[config.mk]
export PLATFORM = sky130hd
export DESIGN_NAME = reg_desloc
export DESIGN_NICKNAME = d
export VERILOG_FILES = /design/src/rtl/shift_pkg.sv /design/src/rtl/shift_step.sv /design/src/rtl/reg_desloc.sv
export SDC_FILE = /design/constraint.sdc
export NUM_CORES = 1
export LEC_CHECK = 0
export CORE_MARGIN = 2
export CORE_UTILIZATION = 48
export CTS_BUF_LIST = sky130_fd_sc_hd__clkbuf_8 sky130_fd_sc_hd__clkbuf_16
export DETAILED_ROUTE_END_ITERATION = 6
export PLACE_DENSITY = 0.92
export RECOVER_POWER = 25
export SLEW_MARGIN = 10
export SYNTH_ARGS = -nofsm -noshare
export SYNTH_HDL_FRONTEND = slang
export SYNTH_SLANG_ARGS = --single-unit
[constraint.sdc]
create_clock -name clk -period 2.5 [get_ports clk]
set_clock_uncertainty 0.2 [all_clocks]
set_input_delay 0.5 -clock clk [delete_from_list [all_inputs] [get_ports clk]]
set_output_delay 0.5 -clock clk [all_outputs]
set_load 0.03 [all_outputs]
[src/rtl/shift_pkg.sv]
// rtl/shift_pkg.sv - shared widths, op encodings and FSM states for the shift unit.
// SHIFT_ROTATE_EN decides whether ROL/ROR count as legal ops.
package shift_pkg;

  localparam int DATA_W  = 32;
  localparam int SHAMT_W = 5;

  typedef enum logic [2:0] {
    OP_SLL = 3'b000,
    OP_SRL = 3'b001,
    OP_SRA = 3'b010,
    OP_ROL = 3'b011,
    OP_ROR = 3'b100
  } shift_op_e;

  typedef enum logic [1:0] {
    ST_IDLE  = 2'b00,
    ST_SHIFT = 2'b01,
    ST_DONE  = 2'b10
  } state_e;

  function automatic logic op_legal(input logic [2:0] op);
`ifdef SHIFT_ROTATE_EN
    return (op <= 3'b100);
`else
    return (op <= 3'b010);
`endif
  endfunction

endpackage

[src/rtl/shift_step.sv]
// rtl/shift_step.sv - combinational single-bit shift/rotate of one value.
// Rotate paths exist only when SHIFT_ROTATE_EN is defined.
module shift_step
  import shift_pkg::*;
(
  input  logic [2:0]        op,
  input  logic [DATA_W-1:0] value,
  output logic [DATA_W-1:0] shifted
);

  always_comb begin
    shifted = value;
    case (op)
      OP_SLL:  shifted = {value[DATA_W-2:0], 1'b0};
      OP_SRL:  shifted = {1'b0, value[DATA_W-1:1]};
      OP_SRA:  shifted = {value[DATA_W-1], value[DATA_W-1:1]};
`ifdef SHIFT_ROTATE_EN
      OP_ROL:  shifted = {value[DATA_W-2:0], value[DATA_W-1]};
      OP_ROR:  shifted = {value[0], value[DATA_W-1:1]};
`endif
      default: shifted = value;
    endcase
  end

endmodule

[src/rtl/reg_desloc.sv]
// rtl/reg_desloc.sv - multi-cycle shift register unit: FSM, step counter, result registers.
// Rotate ops are legal only when SHIFT_ROTATE_EN is defined.
module reg_desloc
  import shift_pkg::*;
(
  input  logic               clk,
  input  logic               reset_n,
  input  logic               start,
  input  logic [2:0]         op,
  input  logic [DATA_W-1:0]  data_in,
  input  logic [SHAMT_W-1:0] shamt,
  output logic [DATA_W-1:0]  data_out,
  output logic               busy,
  output logic               done,
  output logic               err
);

  state_e             state_q, state_d;
  logic [2:0]         op_q, op_d;
  logic [SHAMT_W-1:0] cnt_q, cnt_d;
  logic [DATA_W-1:0]  data_q, data_d;
  logic               busy_q, busy_d;
  logic               done_q, done_d;
  logic               err_q, err_d;
  logic [DATA_W-1:0]  step_out;

  shift_step u_step (
    .op      (op_q),
    .value   (data_q),
    .shifted (step_out)
  );

  always_comb begin
    state_d = state_q;
    op_d    = op_q;
    cnt_d   = cnt_q;
    data_d  = data_q;
    busy_d  = busy_q;
    done_d  = 1'b0;
    err_d   = 1'b0;
    case (state_q)
      ST_IDLE: begin
        if (start) begin
          data_d  = data_in;
          cnt_d   = shamt;
          op_d    = op;
          busy_d  = 1'b1;
          state_d = op_legal(op) ? ST_SHIFT : ST_DONE;
        end
      end
      ST_SHIFT: begin
        if (cnt_q != '0) begin
          data_d = step_out;
          cnt_d  = cnt_q - 1'b1;
        end else begin
          state_d = ST_DONE;
          done_d  = 1'b1;
          busy_d  = 1'b0;
        end
      end
      ST_DONE: begin
        // Illegal ops enter DONE without a pulse yet; deliver it here so latency matches shamt=0.
        if (!done_q) begin
          done_d = 1'b1;
          err_d  = !op_legal(op_q);
          busy_d = 1'b0;
        end else begin
          state_d = ST_IDLE;
        end
      end
      default: state_d = ST_IDLE;
    endcase
  end

  always_ff @(posedge clk or negedge reset_n) begin
    if (!reset_n) begin
      state_q <= ST_IDLE;
      op_q    <= '0;
      cnt_q   <= '0;
      data_q  <= '0;
      busy_q  <= 1'b0;
      done_q  <= 1'b0;
      err_q   <= 1'b0;
    end else begin
      state_q <= state_d;
      op_q    <= op_d;
      cnt_q   <= cnt_d;
      data_q  <= data_d;
      busy_q  <= busy_d;
      done_q  <= done_d;
      err_q   <= err_d;
    end
  end

  assign data_out = data_q;
  assign busy     = busy_q;
  assign done     = done_q;
  assign err      = err_q;

endmodule

; ---- After elaboration in Yosys (flattened, before gate mapping)
; Index checks and enable logic that the tools add are counted.
[totals]
inputBits = 43
ff_bits = 45
[classes]
add_sub_neg = 1
eq_ne = 12
n_lt_le_gt_ge = 2
n_reduce_logical = 12
mux = 21
[op_table]
columns = cell, count
row1 = case mux 32 bit (3 select lines), 1
row2 = two-way mux 32 bit, 2
row3 = case mux 32 bit (2 select lines), 1
row4 = "inequality test 2 bit, second input constant", 6
row5 = two-way mux 5 bit, 2
row6 = case mux 5 bit (2 select lines), 1
row7 = two-way mux 2 bit, 4
row8 = AND reduction 4 bit, 2
row9 = two-way mux 1 bit, 7
row10 = "less-or-equal comparator 3 x 2 -> 1 bit, second input constant", 2
row11 = case mux 2 bit (3 select lines), 1
row12 = AND reduction 3 bit, 2
row13 = AND reduction 5 bit, 1
row14 = nonzero test 5 bit, 1
row15 = "subtractor 5 x 1 -> 5 bit, second input constant", 1
row16 = "inequality test 4 x 1 -> 1 bit, second input constant", 1
row17 = "== test 3 x 1 -> 1 bit, second input constant", 1
row18 = "== test 3 x 2 -> 1 bit, second input constant", 1
row19 = logical NOT 3 bit, 1
row20 = "inequality test 3 x 1 -> 1 bit, second input constant", 1
row21 = case mux 1 bit (3 select lines), 1
row22 = nonzero test 3 bit, 1
row23 = "== test 2 x 1 -> 1 bit, second input constant", 1
row24 = "== test 2 bit, second input constant", 1
row25 = 5 further kinds, 5

; ---- Logic depth before layout (Yosys ltp)
[depth]
ltp_word = 4
mapped_depth = 9
ltp_nobuf = 6

; ---- By module
; Synthesis repeated with hierarchy kept, for this count alone.
[unflattened]
hier_cells = 518
hier_area_um2 = 4056.4
[by_module_without_submodules]
columns = mod, instances, area_each_um2, cells_each
row1 = reg_desloc, 1, 2852.7, 369
row2 = shift_step, 1, 1203.7, 149

; ---- Least setup slack after synthesis
; No wires, ideal clock.
[synth_timing]
path_type = flip-flop to flip-flop
startpoint = register state_q[1]
endpoint = register data_q[1], in the netlist data_out[1]
required_ns = 2.205
n_path_buf = 3
slack_ns = 0.401
arrival_time_ns = 1.803
path_stages_with_launch = 10
path_cell_list = dfrtp_1 -> inv_1 -> ha_1 -> clkbuf_1 -> nand2b_1 -> a22o_1 -> or2_1 -> buf_2 -> buf_6 -> o31ai_1
[synth_between]
elab_chain_len = 3
elab_cells_between_ends = 8
classes_between = 4 x eq/ne / 1 x mux / 3 x reduce/logical
[synth_lines]
columns = element, line_no
row1 = "start, declared", reg_desloc.sv:18  ; state_e state_q, state_d;
row2 = "start signal, assigned", reg_desloc.sv:85  ; state_q <= state_d;
row3 = == test 2 x 1 -> 1 bit or logical NOT 2 bit (tied branches), reg_desloc.sv:41  ; case (state_q)
row4 = "inequality test 4 x 1 -> 1 bit (no line), or another cell as far along", n/a
row5 = AND reduction 4 bit (no line), n/a
row6 = "end signal, assigned", reg_desloc.sv:88  ; data_q <= data_d;
row7 = "end, declared", reg_desloc.sv:21  ; logic [DATA_W-1:0] data_q, data_d;
; Parallel ways exist; a longest one is shown, timed or not.
; A chain may end at the register's enable or synchronous reset.

; ---- Worst setup path in the final report
[layout_timing]
startpoint = register state_q[1]
endpoint = register data_q[4], in the netlist data_out[4]
; The elaborated chain is that of the path after synthesis.

==> results.py <==
metrics = {
    "global_routing": {
        "grt_pass1_wl_um": 12580,
        "grt_usage_pct": 25.34,
        "grt_pass1_vias": 2575,
        "antenna_found_initial": 0,
        "grt_max_degree": 46,
        "grt.overflow.total": 0,
    },
    "clock_tree": {
        "post_cts_buffers": 0,
        "clk_latency_ns": 0.30,
        "tritoncts": "done",
        "cts_sinks": 45,
        "clk_pin_slew_ns": 0.10,
        "h-tree-depth": 2,
        "ctsRootBufferMaster": "clkbuf_8",
        "numCtsBuffers": 5,
        "clk_path_buf_depth": 2,
    },
    "yosys": {
        "synth_nets": 347,
        "syn_area_per_cell_um2": 8.976,
        "synth-xor-area-share_pct": 0.3263,
        "syn_area_um2": 2684,
        "synth-main-ff-cell": "dfrtp_1",
        "synthAdderAreaFrac_pct": 2.331,
        "yosysSeqAreaShare_pct": 41.96,
        "synth_compound_area_share_pct": 28.81,
        "async_flop_share_pct": 100.0,
        "synth_top_family_by_area": "compound AO/OA/AOI/OAI gates",
        "synth-simple-area-share_pct": 17.90,
        "synth_cell_type_count": 35,
        "synthCells": 299,
        "synthMuxAreaShare_pct": 2.378,
        "synth-seq-cells": 45,
        "yosys_warnings": 0,
        "synth_edf_count": 0,
    },
    "critical_path": {
        "cp-start-kind": "flip-flop",
        "worstPathRequired_ns": 2.50,
        "crit_arrival_ns": 2.23,
        "worst-setup-path-type": "flip-flop to flip-flop",
        "r2r_cells": 7,
        "crit_path_max_fanout": 31,
        "critPathCaptureType": "flip-flop",
        "rrSetupSlack_ns": 0.27,
    },
    "routing": {
        "drtIter0Drc": 308,
        "firstDrtPassIters": 4,
        "num_vias": 2685,
        "wirelength_um": 7634,
        "route.detailed.drc": 0,
        "postRouteAntennaNets": 0,
        "wl_per_cell_um": 17.51,
        "via_per_inst": 6.158,
    },
    "layout": {
        "mostFrequentLayoutCell": "clkdlybuf4s50_1",
        "area_growth_pct": 35.01,
        "fin_nets": 411,
        "utilization_pct": 66.62,
        "mostFrequentLayoutCells": "clkdlybuf4s50_1 (76), dfrtp_1 (45), o21ai_0 (38), nor2_1 (36), nor3b_1 (31)",
        "fillers": 434,
        "final_layout_size_suffix_gt1_share_pct": 7.692,
        "diodes": 0,
    },
    "die": {
        "die_w_um": 78.78,
        "ios": 78,
        "die_h_um": 78.78,
        "core_area_um2": 5439,
        "start_util_pct": 49.34,
        "die-area_um2": 6206,
        "rows": 27,
    },
    "status": {
        "outcome": "completed",
    },
    "sta": {
        "worst_slack_ns": 0.2719,
        "slew_headroom_pct": 24.07,
        "rsz0062_at_grt": "false",
        "finalSetupViolCount": 0,
        "holdWs_ns": 0.2851,
        "tightest_slew_ns": 1.139,
        "fmax_mhz": 448.8,
        "setup_tns_ns": 0,
        "fin_crit_ns": 2.228,
        "slew_violations": 0,
        "period_share_pct": 89.12,
        "hold_viol_final": 0,
    },
    "power": {
        "max-vdd-ir-drop_v": 0.0006875,
        "leakagePower_nw": 1.427,
        "power-per-cell-area_nw_per_um2": 1470,
    },
    "hold_path": {
        "hp-class": "input port to async pin",
    },
    "placed_design": {
        "numPortBuffers": 77,
        "dp_hpwl_um": 5090,
        "pre_cts_ws_ns": 0.1789,
        "gp_congestion": 0.7848,
    },
    "run": {
        "drv_cap": 0,
    },
}
path summary, 6_finish.rpt:
path	startpoint	endpoint
max	state_q[1]	data_out[4]
min reg2reg	busy	busy
max reg2reg	state_q[1]	data_out[4]
min	reset_n	data_out[27]
min in group clk	busy	busy
max in group asynchronous	reset_n	cnt_q[2]
flip-flops by register name, indices dropped and copies added (netlist names):
register  cells
state_q       2
cnt_q         5
op_q          3
done          1
busy          1
err           1
data_out     32
worst max-delay path, cell delays in order, from the launching register on:
cell	delay [ns]
dfrtp_1	0.39
inv_1	0.10
ha_1	0.24
buf_4	0.21
a22o_1	0.23
or2_1	0.26
buf_12	0.18
o31ai_1	0.30
kinds of logic after synthesis:
group                      Yosys count
AOI/OAI and AO/OA                  116
and+or+nand+nor                     88
DFF                                 45
buffers and inverters               38
muxes                                6
adders and majority gates            5
xor gates and xnor gates             1
area by class of cell:
class | instances | area (um^2) | area share, %
Clock inverter | 3 | 46.29 | 1.278
Multi-Input combinational cell | 216 | 1408 | 38.85
Inverter | 7 | 26.28 | 0.7251
Sequential cell | 45 | 1126 | 31.08
Timing Repair Buffer | 88 | 858.3 | 23.69
Clock buffer | 5 | 68.82 | 1.899
Tap cell | 72 | 90.09 | 2.486
power by group:
group          internal (mW)  leakage [nW]  switching, mW  total (mW)
logic                   1.30         0.820           1.94        3.23
clock network          0.300        0.0543          0.274       0.574
registers               1.09         0.552          0.422        1.52
total                   2.69          1.43           2.63        5.33
what timing repair did:
action                                  CTS  global route
endpoints found under the setup margin    0             1
resized for setup                         0             1
hold buffers                              0             0
per-stage QoR:
| stage | power (mW) | area [um^2] | cells |
|---|---|---|---|
| final | 5.326 | 3623 | 436 |
| after global routing | 5.668 | 3623 | 436 |
| after CTS | 5.291 | 3617 | 436 |
| after detailed placement | 4.710 | 3502 | 428 |
| after global placement | 4.570 | 3502 | 428 |
| after floorplan | 3.578 | 2684 | 299 |
per-layer routing:
| metal | up-vias | global-route usage, % | wire [um] |
|---|---|---|---|
| met5 | - | 0 | 0 |
| met2 | 113 | 41.62 | 3769 |
| li1 | 1229 | - | - |
| met4 | 0 | 6.667 | 87 |
| met1 | 1333 | 34.57 | 3322 |
| met3 | 10 | 4.773 | 454 |
Yosys cell counts (2+ instances only):
| cell type | number | area share, % |
|---|---|---|
| buf_2 | 3 | 0.56 |
| a21oi_1 | 5 | 0.93 |
| nor2_1 | 37 | 5.2 |
| a22o_1 | 2 | 0.65 |
| clkbuf_1 | 24 | 3.4 |
| nor2b_1 | 2 | 0.47 |
| nand2b_1 | 3 | 0.70 |
| mux2_2 | 3 | 1.3 |
| o21ai_0 | 38 | 7.1 |
| dfrtp_1 | 45 | 42 |
| o211ai_1 | 2 | 0.56 |
| a31oi_1 | 2 | 0.47 |
| buf_6 | 3 | 1.3 |
| o31ai_1 | 30 | 8.4 |
| a211oi_1 | 30 | 8.4 |
| mux2i_1 | 3 | 1.1 |
| nand2_1 | 9 | 1.3 |
| nor3b_1 | 31 | 8.7 |
| ha_1 | 5 | 2.3 |
| inv_1 | 7 | 0.98 |
Power figures use the tool's default switching activity.
==> patch, RTL diff (config.mk and constraints unchanged) <==
`SHAMT_W`: 5 -> 10.
--- a/src/rtl/shift_pkg.sv
+++ b/src/rtl/shift_pkg.sv
@@ -3,7 +3,7 @@
 package shift_pkg;
 
   localparam int DATA_W  = 32;
-  localparam int SHAMT_W = 5;
+  localparam int SHAMT_W = 10;
 
   typedef enum logic [2:0] {
     OP_SLL = 3'b000,
Ports: changed (resized shamt); port bits go from 78 to 83. No check against the original RTL was run, so the function may have changed too.
==> patch against the original RTL <==
- the run now ends with max-capacitance violations, max-slew violations left
- worst hold slack gained 0.049 ns
- first-iteration DRC count grew 10%
- wire length grew 24%
- cell area grew 19%
- highest routed layer unchanged
- cell count grew 20%
- die area grew 22%
- non-clock buffer count grew 10
- setup slack lost 0.13 ns
- sequential cell count grew 5
- area after synthesis grew 23%
Power is left out: it rests on default switching activity, and per cell area and clock period it moved more than threefold.
==> patch: results (changes against the original RTL) <==
.. list-table::
   :header-rows: 1

   * - Metric
     - Value
   * - Maximum fanout count along the critical path
     - 33 (+6.5%)
   * - Worst path arrival time
     - 2.37 ns (+0.14 ns)
   * - Port Buffer Count
     - 82 (+6.5%)
   * - Fill cell instance count of the final layout
     - 548 (+26%)
   * - Max FFs per register
     - 32 (unchanged)
   * - Stage delay of the slowest cell on the critical path
     - 0.43 ns (+0.04 ns)
   * - HPWL after detailed placement
     - 6.41 mm (+26%)
   * - Number of post-CTS setup repair buffers
     - 0 (unchanged)
   * - Largest cells by area after synthesis
     - dfrtp_1 38%, nand3_1 9.2%, a31o_2 7.2%
   * - Worst-skew pair later-pin latency
     - between 0.3 and 0.4 ns
   * - Ratio of cells with drive above 1 in the final layout
     - 20.9% (+13 points)
   * - Number of nets in the final layout
     - 498 (+21%)
   * - GR Util All Layers
     - 25.3% (-0.027 points)
   * - Number of DRC violations after detailed-routing iteration 0
     - 340 (+10%)
   * - Min-Delay Path Class
     - flip-flop to flip-flop
   * - Headroom to the max-slew limit
     - -12.4% (-37 points)
   * - Wire length of the first global-routing pass
     - 15.4 mm (+22%)
   * - Post-synthesis average cell area
     - 8.79 um^2 (-2.1%)
   * - Via count
     - 3,312 (+23%)
   * - CP Class
     - flip-flop to flip-flop
   * - Max Root-Sink Buffers
     - 2 (unchanged)
   * - Number of cell instances on the worst register-to-register path
     - 7 (unchanged)
   * - Final-report max-slew violation count
     - 31 (+31)
   * - Result of the run
     - finished, violations left
   * - Routed length per placed instance
     - 18.0 um (+2.9%)
   * - Worst hold stages
     - 2
   * - Sequential fraction of the synthesis area
     - 37.9% (-4.1 points)
   * - Largest net degree at the start of global routing
     - 54 (+17%)
   * - Nets in the synthesized netlist
     - 429 (+24%)
   * - Number of global-route vias before repair
     - 3,121 (+21%)
   * - Most used standard cells in the synthesized netlist
     - 61 x nand3_1, 50 x dfrtp_1, 41 x o21ai_0
   * - R2r endpoint
     - data_out[11]
   * - Slowest-stage cell, CP
     - dfrtp_1
   * - Number of buffers created by CTS
     - 5 (unchanged)
   * - Count of antenna-violating nets left after detailed routing
     - 0 (unchanged)
   * - Number of max-capacitance violations reported
     - 1 (+1)
   * - Violations in the final reports
     - max-capacitance violations, max-slew violations
   * - Reg2reg setup slack
     - 0.14 ns (-0.13 ns)
   * - Detailed Routing Iterations Pass 1
     - 5 (+1)
   * - Crit Reg-Reg Startpoint
     - state_q[1]
   * - Weighted congestion at the end of routability-driven global placement
     - 0.868 (+11%)
   * - Number of antenna violations at the first check in global routing
     - 0 (unchanged)
   * - Clock-pin slew on the worst setup and hold paths
     - about 0.09 ns
   * - Terminating pin of the worst hold path
     - err
   * - Count of unique library cells instantiated by Yosys
     - 46 (+31%)
patch: cell count changes after synthesis, moves of 7 or more:
cell / unedited run / this run
a21boi_0: 1 / 27
a31o_2: 0 / 27
o31ai_1: 30 / 0
a211oi_1: 30 / 1
nor3b_1: 31 / 0
nor2_1: 37 / 11
or2_2: 1 / 25
nand3_1: 1 / 61
a21oi_1: 5 / 12
patch: worst max-delay path by stage:
| stage | to | slack, ns | cells past startpoint |
|---|---|---|---|
| 2_1_floorplan | data_out[29] | 0.28 | 9 |
| 3_3_place_gp | data_out[4] | 0.14 | 6 |
| 3_5_place_dp | data_out[11] | 0.06 | 6 |
| 4_1_cts | data_out[11] | 0.18 | 7 |
| 5_1_grt | data_out[15] | 0.02 | 7 |
| 6_report | data_out[11] | 0.14 | 7 |
patch: cell families (layout without fill, tap and decap cells):
logic type	count (synthesis)	count (layout)	synth area share, %
buffers and inverters	47	116	6.02
AOI/OAI and AO/OA	129	129	27.2
xor gates and xnor gates	2	2	0.530
and+or+nand+nor	130	130	21.9
adders and majority gates	5	5	1.89
muxes	13	13	4.62
DFF	50	50	37.9
patch: cell type report:
type | count | area, um^2 | area share (%)
clock buffers | 6 | 82.6 | 1.92
clock inverters | 1 | 30.0 | 0.697
inverters | 11 | 41.3 | 0.958
multi-input cells | 279 | 1870 | 43.4
flip-flops and latches | 50 | 1250 | 29.0
well taps | 80 | 100 | 2.32
repair buffers | 98 | 932 | 21.6
patch: worst max-delay path, delay by kind of cell (launching register included):
family,cells,cell delay [ns]
flops,1,0.43
compound gates,3,0.63
buf+inv,2,0.44
mux,1,0.19
fa+ha+maj,1,0.35
patch: layer usage:
metal  routed length [um]  global-route usage [%]  vias to the layer above
met5                    0                       0                        -
li1                     -                       -                     1507
met2                 4540                    39.0                      191
met4                   82                    6.39                        0
met1                 3960                    36.7                     1605
met3                  876                    4.74                        9
patch: stage by stage:
stage                     instance area, um^2  std cells  hold WS, ns  worst slack, ns
after CTS                                4310        525       0.0477            0.181
after global placement                   4200        518        0.305            0.140
after detailed placement                 4200        518        0.330           0.0571
after floorplan                          3300        376      0.00441            0.285
final                                    4310        525        0.334            0.139
after global routing                     4310        525        0.382           0.0239
